File: src/rtl/canbus_pkg.sv
// Shared CAN bus definitions used by the transmit scheduler and its companions:
// field widths, scheduler state encoding and default timing parameters.
package canbus_pkg;

    localparam int ID_W   = 11;
    localparam int DATA_W = 32;

    localparam int DEF_MAX_RETRY = 3;
    localparam int DEF_TIMEOUT   = 200000;
    localparam int DEF_GAP       = 64;

    localparam logic [7:0] ERR_SAT = 8'hFF;

    typedef enum logic [1:0] {
        ST_IDLE      = 2'd0,
        ST_ISSUE     = 2'd1,
        ST_WAIT_DONE = 2'd2,
        ST_GAP       = 2'd3
    } tx_state_t;

    // Channel index that follows idx in a ring of n channels.
    function automatic int wrap_inc(input int idx, input int n);
        return (idx + 1 >= n) ? 0 : idx + 1;
    endfunction

endpackage

File: src/rtl/canbus_tx_sched_if.sv
// Requester-channel and frame-transmitter signals of the CAN transmit scheduler.
// The master modport is the scheduler; the slave modport is the requesters/transmitter.
interface canbus_tx_sched_if #(
    parameter int NUM_CH = 4
);

    logic [NUM_CH-1:0]                    ch_req;
    logic [NUM_CH*canbus_pkg::ID_W-1:0]   ch_id;
    logic [NUM_CH*canbus_pkg::DATA_W-1:0] ch_data;
    logic [NUM_CH-1:0]                    ch_ack;
    logic [NUM_CH-1:0]                    ch_err;

    logic                                 frm_start;
    logic [canbus_pkg::ID_W-1:0]          frm_id;
    logic [canbus_pkg::DATA_W-1:0]        frm_data;
    logic                                 frm_done;
    logic                                 frm_nack;

    modport master (
        input  ch_req, ch_id, ch_data, frm_done, frm_nack,
        output ch_ack, ch_err, frm_start, frm_id, frm_data
    );

    modport slave (
        output ch_req, ch_id, ch_data, frm_done, frm_nack,
        input  ch_ack, ch_err, frm_start, frm_id, frm_data
    );

endinterface

File: src/rtl/canbus_rr_arbiter.sv
// Combinational round-robin arbiter: starting at ptr and wrapping around,
// the first channel with req high wins.
module canbus_rr_arbiter #(
    parameter  int NUM_CH = 4,
    localparam int IDX_W  = $clog2(NUM_CH)
) (
    input  logic [NUM_CH-1:0] req,
    input  logic [IDX_W-1:0]  ptr,
    output logic [IDX_W-1:0]  grant,
    output logic              valid
);

    localparam int SUM_W = IDX_W + 1;

    logic [SUM_W-1:0] pos;

    // NOTE: every output gets a default before the loop so no path leaves a latch.
    always_comb begin
        grant = '0;
        valid = 1'b0;
        pos   = '0;
        // Walk from the farthest offset back to ptr so the closest requester is written last.
        for (int i = NUM_CH - 1; i >= 0; i--) begin
            pos = {1'b0, ptr} + SUM_W'(i);
            if (pos >= SUM_W'(NUM_CH)) begin
                pos = pos - SUM_W'(NUM_CH);
            end
            if (req[pos[IDX_W-1:0]]) begin
                grant = pos[IDX_W-1:0];
                valid = 1'b1;
            end
        end
    end

endmodule

File: src/rtl/canbus_tx_sched.sv
// CAN transmit scheduler: grants requester channels round-robin, issues one frame at a
// time to the transmitter, retries on NACK, drops on retry exhaustion or timeout.
module canbus_tx_sched
    import canbus_pkg::*;
#(
    parameter int NUM_CH    = 4,
    parameter int MAX_RETRY = DEF_MAX_RETRY,
    parameter int TIMEOUT   = DEF_TIMEOUT,
    parameter int GAP       = DEF_GAP
) (
    input  logic                     clk,
    input  logic                     rst,
    canbus_tx_sched_if.master        bus,
    output logic                     busy,
    output logic [7:0]               err_count
);

    localparam int IDX_W = $clog2(NUM_CH);
    localparam int TMO_W = $clog2(TIMEOUT);
    localparam int GAP_W = $clog2(GAP + 1);
    localparam int RTY_W = (MAX_RETRY > 0) ? $clog2(MAX_RETRY + 1) : 1;

    tx_state_t          state;
    logic [IDX_W-1:0]   rr_ptr;
    logic [IDX_W-1:0]   grant;
    logic [RTY_W-1:0]   retry_cnt;
    logic               retry_pend;
    logic [TMO_W-1:0]   tmo_cnt;
    logic [GAP_W-1:0]   gap_cnt;

    logic [IDX_W-1:0]   arb_grant;
    logic               arb_valid;
    logic [ID_W-1:0]    sel_id;
    logic [DATA_W-1:0]  sel_data;
    logic [IDX_W-1:0]   next_ptr;

    canbus_rr_arbiter #(
        .NUM_CH (NUM_CH)
    ) u_arb (
        .req   (bus.ch_req),
        .ptr   (rr_ptr),
        .grant (arb_grant),
        .valid (arb_valid)
    );

    always_comb begin
        sel_id   = '0;
        sel_data = '0;
        for (int k = 0; k < NUM_CH; k++) begin
            if (arb_grant == IDX_W'(k)) begin
                sel_id   = bus.ch_id[k*ID_W +: ID_W];
                sel_data = bus.ch_data[k*DATA_W +: DATA_W];
            end
        end
    end

    assign next_ptr = IDX_W'(wrap_inc(int'(grant), NUM_CH));

    always_ff @(posedge clk or posedge rst) begin
        if (rst) begin
            state         <= ST_IDLE;
            rr_ptr        <= '0;
            grant         <= '0;
            retry_cnt     <= '0;
            retry_pend    <= 1'b0;
            tmo_cnt       <= '0;
            gap_cnt       <= '0;
            err_count     <= '0;
            busy          <= 1'b0;
            bus.frm_start <= 1'b0;
            bus.ch_ack    <= '0;
            bus.ch_err    <= '0;
            bus.frm_id    <= '0;
            bus.frm_data  <= '0;
        end else begin
            // NOTE: pulse outputs default low each cycle; only the branch that fires raises them.
            bus.frm_start <= 1'b0;
            bus.ch_ack    <= '0;
            bus.ch_err    <= '0;

            case (state)
                ST_IDLE: begin
                    if (arb_valid) begin
                        grant        <= arb_grant;
                        bus.frm_id   <= sel_id;
                        bus.frm_data <= sel_data;
                        retry_cnt    <= '0;
                        retry_pend   <= 1'b0;
                        busy         <= 1'b1;
                        state        <= ST_ISSUE;
                    end
                end

                ST_ISSUE: begin
                    bus.frm_start <= 1'b1;
                    tmo_cnt       <= '0;
                    state         <= ST_WAIT_DONE;
                end

                ST_WAIT_DONE: begin
                    // Done wins over a simultaneous NACK.
                    if (bus.frm_done) begin
                        bus.ch_ack[grant] <= 1'b1;
                        rr_ptr            <= next_ptr;
                        retry_pend        <= 1'b0;
                        gap_cnt           <= '0;
                        state             <= ST_GAP;
                    end else if (bus.frm_nack && (retry_cnt < RTY_W'(MAX_RETRY))) begin
                        retry_cnt  <= retry_cnt + 1'b1;
                        retry_pend <= 1'b1;
                        gap_cnt    <= '0;
                        state      <= ST_GAP;
                    end else if (bus.frm_nack || (tmo_cnt == TMO_W'(TIMEOUT - 1))) begin
                        bus.ch_ack[grant] <= 1'b1;
                        bus.ch_err[grant] <= 1'b1;
                        if (err_count != ERR_SAT) begin
                            err_count <= err_count + 8'd1;
                        end
                        rr_ptr     <= next_ptr;
                        retry_pend <= 1'b0;
                        gap_cnt    <= '0;
                        state      <= ST_GAP;
                    end else begin
                        tmo_cnt <= tmo_cnt + 1'b1;
                    end
                end

                ST_GAP: begin
                    if (gap_cnt == GAP_W'(GAP - 1)) begin
                        if (retry_pend) begin
                            retry_pend <= 1'b0;
                            state      <= ST_ISSUE;
                        end else begin
                            busy  <= 1'b0;
                            state <= ST_IDLE;
                        end
                    end else begin
                        gap_cnt <= gap_cnt + 1'b1;
                    end
                end

                default: begin
                    retry_pend <= 1'b0;
                    busy       <= 1'b0;
                    state      <= ST_IDLE;
                end
            endcase
        end
    end

endmodule

File: src/flat_wrapper.sv
// flat-port wrapper written by rule: the top's interface ports become plain ports
module canbus_tx_sched_flat import canbus_pkg::*;
#(
    parameter int NUM_CH    = 4,
    parameter int MAX_RETRY = DEF_MAX_RETRY,
    parameter int TIMEOUT   = DEF_TIMEOUT,
    parameter int GAP       = DEF_GAP
)
  (clk, rst, busy, err_count, bus_ch_req, bus_ch_id, bus_ch_data, bus_frm_done, bus_frm_nack, bus_ch_ack, bus_ch_err, bus_frm_start, bus_frm_id, bus_frm_data);
  canbus_tx_sched_if #(.NUM_CH(NUM_CH)) bus_i ();
  input  logic clk;
  input  logic rst;
  output logic busy;
  output logic [7:0] err_count;
  input wire logic [$bits(bus_i.ch_req)-1:0] bus_ch_req;
  input wire logic [$bits(bus_i.ch_id)-1:0] bus_ch_id;
  input wire logic [$bits(bus_i.ch_data)-1:0] bus_ch_data;
  input wire logic [$bits(bus_i.frm_done)-1:0] bus_frm_done;
  input wire logic [$bits(bus_i.frm_nack)-1:0] bus_frm_nack;
  output wire logic [$bits(bus_i.ch_ack)-1:0] bus_ch_ack;
  output wire logic [$bits(bus_i.ch_err)-1:0] bus_ch_err;
  output wire logic [$bits(bus_i.frm_start)-1:0] bus_frm_start;
  output wire logic [$bits(bus_i.frm_id)-1:0] bus_frm_id;
  output wire logic [$bits(bus_i.frm_data)-1:0] bus_frm_data;
  assign bus_i.ch_req = bus_ch_req;
  assign bus_i.ch_id = bus_ch_id;
  assign bus_i.ch_data = bus_ch_data;
  assign bus_i.frm_done = bus_frm_done;
  assign bus_i.frm_nack = bus_frm_nack;
  assign bus_ch_ack = bus_i.ch_ack;
  assign bus_ch_err = bus_i.ch_err;
  assign bus_frm_start = bus_i.frm_start;
  assign bus_frm_id = bus_i.frm_id;
  assign bus_frm_data = bus_i.frm_data;
  canbus_tx_sched #(.NUM_CH(NUM_CH), .MAX_RETRY(MAX_RETRY), .TIMEOUT(TIMEOUT), .GAP(GAP)) u_core (.clk(clk), .rst(rst), .bus(bus_i), .busy(busy), .err_count(err_count));
endmodule
File: config.mk
export PLATFORM = sky130hd
export DESIGN_NAME = canbus_tx_sched_flat
export DESIGN_NICKNAME = d
export VERILOG_FILES = /design/src/rtl/canbus_pkg.sv /design/src/rtl/canbus_tx_sched_if.sv /design/src/rtl/canbus_rr_arbiter.sv /design/src/rtl/canbus_tx_sched.sv /design/src/flat_wrapper.sv
export SDC_FILE = /design/constraint.sdc
export NUM_CORES = 1
export LEC_CHECK = 0
export BUFFER_PORTS_ARGS = -buffer_cell sky130_fd_sc_hd__buf_2
export CAP_MARGIN = 20
export CORE_AREA = 2 2 143 145
export CTS_CLUSTER_SIZE = 30
export DETAILED_ROUTE_END_ITERATION = 10
export DIE_AREA = 0 0 145 147
export PLACE_DENSITY_LB_ADDON = 0.15
export SKIP_CTS_REPAIR_TIMING = 1
export SLEW_MARGIN = 20
export SYNTH_ARGS = -nofsm -noshare
export SYNTH_HDL_FRONTEND = slang
export SYNTH_HIERARCHICAL = 1
export SYNTH_SLANG_ARGS = --single-unit
File: constraint.sdc
create_clock -name clk -period 2.9 [get_ports clk]
set_input_delay 0.29 -clock clk [delete_from_list [all_inputs] [get_ports clk]]
set_output_delay 0.29 -clock clk [all_outputs]
set_load 0.02 [all_outputs]
# Yosys cells after proc, flatten, opt, wreduce, memory -nomap -nowiden
# Index checks and enable logic that the tools add are counted.
dict set report classes {
  addsub 12
  order_cmp 12
  eq_ne 19
  muxes 71
  n_bitwise 2
  reduce_logical 20
}
# cell count
set op_table {}
lappend op_table {{two-way mux 32 bit} 4}
lappend op_table {{two-way mux 18 bit} 3}
lappend op_table {{two-way mux 11 bit} 4}
lappend op_table {{two-way mux 2 bit} 20}
lappend op_table {{one-hot mux 18 bit (2 select lines)} 1}
lappend op_table {{two-way mux 7 bit} 4}
lappend op_table {{two-way mux 4 bit} 6}
lappend op_table {{two-way mux 1 bit} 19}
lappend op_table {{adder 18 x 1 -> 18 bit, second input constant} 1}
lappend op_table {{equality test 18 bit, second input constant} 1}
lappend op_table {{AND reduction 4 bit} 4}
lappend op_table {{< comparator 2 x 3 -> 1 bit, second input constant} 5}
lappend op_table {{one-hot mux 7 bit (2 select lines)} 1}
lappend op_table {{greater-or-equal comparator 3 bit, second input constant} 4}
lappend op_table {{!= test 2 bit, second input constant} 6}
lappend op_table {{nonzero test 2 bit} 5}
lappend op_table {{AND reduction 3 bit} 3}
lappend op_table {{adder 8 x 1 -> 8 bit, second input constant} 1}
lappend op_table {{binary-select mux 1 bit (select 2 bit)} 4}
lappend op_table {{equality test 2 bit, second input constant} 4}
lappend op_table {{!= test 8 bit, second input constant} 1}
lappend op_table {{one-hot mux 2 bit (4 select lines)} 1}
lappend op_table {{subtractor 2 x 1 -> 2 bit, second input constant} 4}
lappend op_table {{adder 7 x 1 -> 7 bit, second input constant} 1}
lappend op_table {{other kinds (21)} 29}
dict set report totals {
  reg_bits 95
  input_bits 180
  output_inout_bits 61
}

# Longest topological paths before layout
dict set report logic_depth {
  word_depth 14
  mapped_depth 10
}

# Modules after synthesis
# Netlist, hierarchy kept.
# module instances cells_per_inst area_each_um2 seq_area_each_um2
set modules_own_cells {}
lappend modules_own_cells {canbus_tx_sched 1 414 5346.4 2377.3}
lappend modules_own_cells {canbus_rr_arbiter 1 13 77.6 0.0}

# Least setup slack after synthesis
# OpenSTA, ideal clock, no wires.
dict set report synth_path {
  path_type {register to register}
  startpoint {register u_core.rr_ptr[1]}
  endpoint {register u_core.bus.frm_data[5]}
  arrival_ns 2.203
  required_time_ns 2.775
  setup_slack_ns 0.572
  path_stages_with_launch 7
  period_less_slack_ns 2.328
  cell_sequence {dfrtp_1 -> mux2i_1 -> a211oi_2 -> clkbuf_1 -> buf_2 -> mux4_2 -> mux2_2}
}
dict set report synth_between {
  elab_chain_cells 14
}
# element line
set synth_lines {}
lappend synth_lines {{start, declared} canbus_tx_sched.sv:24} ;# logic [IDX_W-1:0] rr_ptr;
lappend synth_lines {{start signal, assigned} canbus_tx_sched.sv:104} ;# rr_ptr <= next_ptr;
lappend synth_lines {{start signal, assigned} canbus_tx_sched.sv:119} ;# rr_ptr <= next_ptr;
lappend synth_lines {{adder 2 x 2 -> 3 bit} canbus_rr_arbiter.sv:24} ;# pos = {1'b0, ptr} + SUM_W'(i);
lappend synth_lines {{greater-or-equal comparator 3 bit or subtractor 2 x 1 -> 2 bit (tied branches)} {canbus_rr_arbiter.sv:25, canbus_rr_arbiter.sv:26}}
lappend synth_lines {{two-way mux 2 bit} canbus_rr_arbiter.sv:25} ;# if (pos >= SUM_W'(NUM_CH)) begin
lappend synth_lines {{binary-select mux 1 bit (select 2 bit)} canbus_rr_arbiter.sv:28} ;# if (req[pos[IDX_W-1:0]]) begin
lappend synth_lines {{two-way mux 1 bit (not written as such)} canbus_rr_arbiter.sv:28}
lappend synth_lines {{two-way mux 2 bit (3 in series)} canbus_rr_arbiter.sv:28}
lappend synth_lines {{two-way mux 2 bit *} canbus_rr_arbiter.sv:28}
lappend synth_lines {{named net u_core.arb_grant[0]} canbus_tx_sched.sv:31} ;# logic [IDX_W-1:0] arb_grant;
lappend synth_lines {{logical NOT 2 bit} canbus_tx_sched.sv:50} ;# if (arb_grant == IDX_W'(k)) begin
lappend synth_lines {{two-way mux 32 bit (3 in series)} canbus_tx_sched.sv:50}
lappend synth_lines {{two-way mux 32 bit *} canbus_tx_sched.sv:50}
lappend synth_lines {{end signal, assigned} canbus_tx_sched.sv:86} ;# bus.frm_data <= sel_data;
lappend synth_lines {{end, declared} canbus_tx_sched_if.sv:21} ;# output ch_ack, ch_err, frm_start, frm_id, frm_data
# The timed path passes the listed nets; every way through them passes the cells marked *. The select of a mux whose other input is x is not followed.
# A chain may end at the register's enable or synchronous reset.

# Worst setup path in the final report
dict set report layout_path {
  startpoint {register u_core.state[0]}
  endpoint {register u_core.tmo_cnt[5]}
}
dict set report layout_between {
  elab_chain_cells 3
}
# element line
set layout_lines {}
lappend layout_lines {{start, declared} canbus_tx_sched.sv:23} ;# tx_state_t state;
lappend layout_lines {{start signal, assigned} canbus_tx_sched.sv:61} ;# state <= ST_IDLE;
lappend layout_lines {{start signal, assigned} canbus_tx_sched.sv:90} ;# state <= ST_ISSUE;
lappend layout_lines {{start signal, assigned} canbus_tx_sched.sv:97} ;# state <= ST_WAIT_DONE;
lappend layout_lines {{equality test 2 bit or equality test 2 x 1 -> 1 bit (tied branches)} canbus_tx_sched.sv:81} ;# case (state)
lappend layout_lines {{!= test 2 bit (no line) or nonzero test 2 bit (tied branches)} -}
lappend layout_lines {{AND reduction 4 bit (no line)} -}
lappend layout_lines {{end signal, assigned} canbus_tx_sched.sv:124} ;# tmo_cnt <= tmo_cnt + 1'b1;
lappend layout_lines {{end, declared} canbus_tx_sched.sv:28} ;# logic [TMO_W-1:0] tmo_cnt;
# Several ways; a longest one is shown, not always the timed one.

==> metrics.md <==
| Metric | Value |
|---|---|
| Layout Nets | `858` |
| Total negative slack | `0 ns` |
| DR pass1 iterations | `4` |
| Gr usage total | `0.152` |
| Most common cell after layout, fill and taps aside | `buf_2` |
| Critical Path Sink Type | `flip-flop` |
| CTS tree | `yes` |
| R2R setup slack | `0.47 ns` |
| CTS Sinks | `95` |
| Synth Register Bits | `95` |
| Port Buffer Count | `240` |
| DR vias/cell | `4.70` |
| Most frequent cells in the layout | `240 x buf_2, 95 x dfrtp_1, 48 x mux2_2, 43 x mux4_2, 27 x nor2_1` |
| Fill count | `2003` |
| Post-Syn Nets | `619` |
| Total CTS buffers | `9` |
| Clock Tree Buf Depth | `2` |
| Hold WS | `0.0367 ns` |
| WL final | `15.8 mm` |
| Maxcap violations | `0` |
| Ys flop type | `dfrtp_1` |
| GR Overflow Total | `0` |
| Die H | `147 µm` |
| Multi-input combinational cell area | `2910 µm²` |
| Layout cell share with drive strength beyond 1 | `0.553` |
| DR iter-0 viols | `136` |
| Synth top area cells | `dfrtp_1 44%, mux4_2 18%, mux2_2 10%` |
| Max-slew violations | `0` |
| Area Overhead vs Synth | `33.8%` |
| Routability cong. | `0.850` |
| Clock skew | `0.00735 ns` |
| Post-Synthesis Cells | `427` |
| Mapped cell area | `5420 µm²` |
| Startpoint Class | `flip-flop` |
| Min-Delay Path Class | `input port to asynchronous set/reset pin` |
| P per Cell Area | `863 nW/µm²` |
| Maximum vdd ir drop | `0.385 mV` |
| Synth area leader | `dfrtp_1` |
| Syn_area_per_cell | `12.7 µm²` |
| Critical Path RT | `3.16 ns` |
| Final setup fails | `0` |
| Die area | `21300 µm²` |
| DRC violations left | `0` |
| Vias | `4428` |
| P_leak | `3.39 nW` |
| Initial antenna violation count | `2` |
| Clock transition at the registers of the reported paths | `0.07 ns` |
| Largest net degree at the start of global routing | `54` |
| Die width | `145 µm` |
| HPWL Detailed | `12.7 mm` |
| RSZ-0062 raised after global routing | `false` |
| EDFF count, synth | `0` |
| Status | `complete, no violations` |
| Ports | `241` |
| Fmax | `411 MHz` |
| Synth cell types | `52` |
| Syn. warnings | `6` |
| Clock Latency Late Sink | `0.35 ns` |
| Fin crit period | `2.43 ns` |
| Slew @ Worst Pin | `0.712 ns` |
| CTS Root Cell | `clkbuf_16` |
| DR WL/cell | `16.7 µm` |
| Critical path class | `flip-flop to flip-flop` |
| Starting density of the core | `0.273` |
| Final hold violation count | `0` |
| Rows | `52` |
| Crit path max fanout | `11` |
| Total core area | `19800 µm²` |
| First-pass GRT wire length | `25.5 mm` |
| Asr flop ratio synth | `1.00` |
| Crit share post-route | `0.839` |
| Post-route ant nets | `0` |
| Vias in the first global route | `4848` |
| Data arrival, critical path | `2.69 ns` |
| H-tree depth | `3` |
| Sequential Area | `2380 µm²` |
| Yosys top cell area share | `0.438` |
| Sequential area share after synthesis | `0.438` |
| Slew headroom | `0.525` |
## Yosys cell counts (2+ instances only)
cell,n
dfrtp_1,95
mux2_2,48
mux4_2,43
nor2_1,28
nand2_1,24
nand3_1,22
and2_1,13
ha_1,12
a21oi_1,11
clkbuf_1,11
inv_1,11
xor2_1,11
nand4_1,10
o21ai_0,10
and3_1,7
a211oi_1,6
buf_2,5
nand2b_1,4
nor3_1,4
xnor2_1,4
a32o_1,3
buf_6,3
nor2b_1,3
or3_1,3
a21boi_0,2
a21o_1,2
and4_1,2
mux2_1,2
mux2i_1,2
o22ai_1,2
o31ai_1,2
o41ai_1,2
## metrics by stage
stage / cells / utilization / worst slack [ns] / cell area (µm²) / power (mW)
final: 942 / 0.366 / 0.468 / 7260 / 6.26
after global routing: 942 / 0.366 / 0.251 / 7260 / 6.69
after CTS: 941 / 0.366 / 0.456 / 7250 / 6.41
after detailed placement: 925 / 0.351 / 0.492 / 6960 / 5.21
after global placement: 925 / 0.351 / 0.608 / 6960 / 5.12
after floorplan: 427 / - / 0.133 / 5420 / 4.19
## layer usage
metal | GRT usage | vias to the layer above | wire length (µm)
met5 | 0 | - | 13
met4 | 0.0396 | 2 | 214
met3 | 0.0425 | 14 | 978
met2 | 0.285 | 149 | 8630
met1 | 0.169 | 2174 | 5940
li1 | - | 2089 | -
## cell families after synthesis
| group | count (synthesis) | synth area share |
|---|---|---|
| adders and majority gates | 12 | 0.0277 |
| xor gates and xnor gates | 15 | 0.0242 |
| and+or+nand+nor | 131 | 0.131 |
| muxes | 95 | 0.286 |
| buffers and inverters | 32 | 0.0281 |
| DFF | 95 | 0.438 |
| AOI/OAI and AO/OA | 47 | 0.0644 |
## registers in the layout (all words and copies together) (netlist names)
| register | flops |
|---|---|
| u_core/state | 2 |
| u_core/bus.ch_err | 4 |
| u_core/bus.frm_id | 11 |
| u_core/retry_cnt | 2 |
| u_core/retry_pend | 1 |
| u_core/gap_cnt | 7 |
| u_core/err_count | 8 |
| u_core/busy | 1 |
| u_core/grant | 2 |
| u_core/rr_ptr | 2 |
| u_core/bus.frm_start | 1 |
| u_core/tmo_cnt | 18 |
| u_core/bus.ch_ack | 4 |
| u_core/bus.frm_data | 32 |
## worst max-delay path, stage by stage, from the launching register on
cell and delay, ns:
dfrtp_1 0.42, inv_1 0.11, ha_1 0.32, or3b_1 0.51, a21o_1 0.31, or4_1 0.49, a21oi_1 0.19
## report_power, final
part,switching [mW],internal [mW]
clock network,0.549,0.621
logic,1.63,1.46
registers,0.251,1.75
total,2.43,3.83
## path summary, 6_finish.rpt
path / startpoint / end / cells past startpoint
max in group asynchronous: rst / u_core/bus.frm_data[31]$_DFFE_PP0P_ / 3
hold / removal: rst / u_core/bus.frm_data[16]$_DFFE_PP0P_ / 2
setup reg to reg: u_core/state[0]$_DFFE_PP0P_ / u_core/tmo_cnt[5]$_DFFE_PP0P_ / 6
hold reg to reg: u_core/bus.frm_data[9]$_DFFE_PP0P_ / u_core/bus.frm_data[9]$_DFFE_PP0P_ / 1
min in group clk: bus_frm_done / u_core/retry_pend$_DFFE_PP0P_ / 2
setup / recovery: u_core/state[0]$_DFFE_PP0P_ / u_core/tmo_cnt[5]$_DFFE_PP0P_ / 6
## final cells by class
class	instances	share of cell area
Tap cell	270	0.0466
Inverter	11	0.00603
Timing Repair Buffer	249	0.178
Sequential cell	95	0.328
Antenna cell	1	0.000345
Multi-Input combinational cell	300	0.401
Clock inverter	6	0.00707
Clock buffer	10	0.0329
Note: power is estimated with default switching activity, not from simulation.
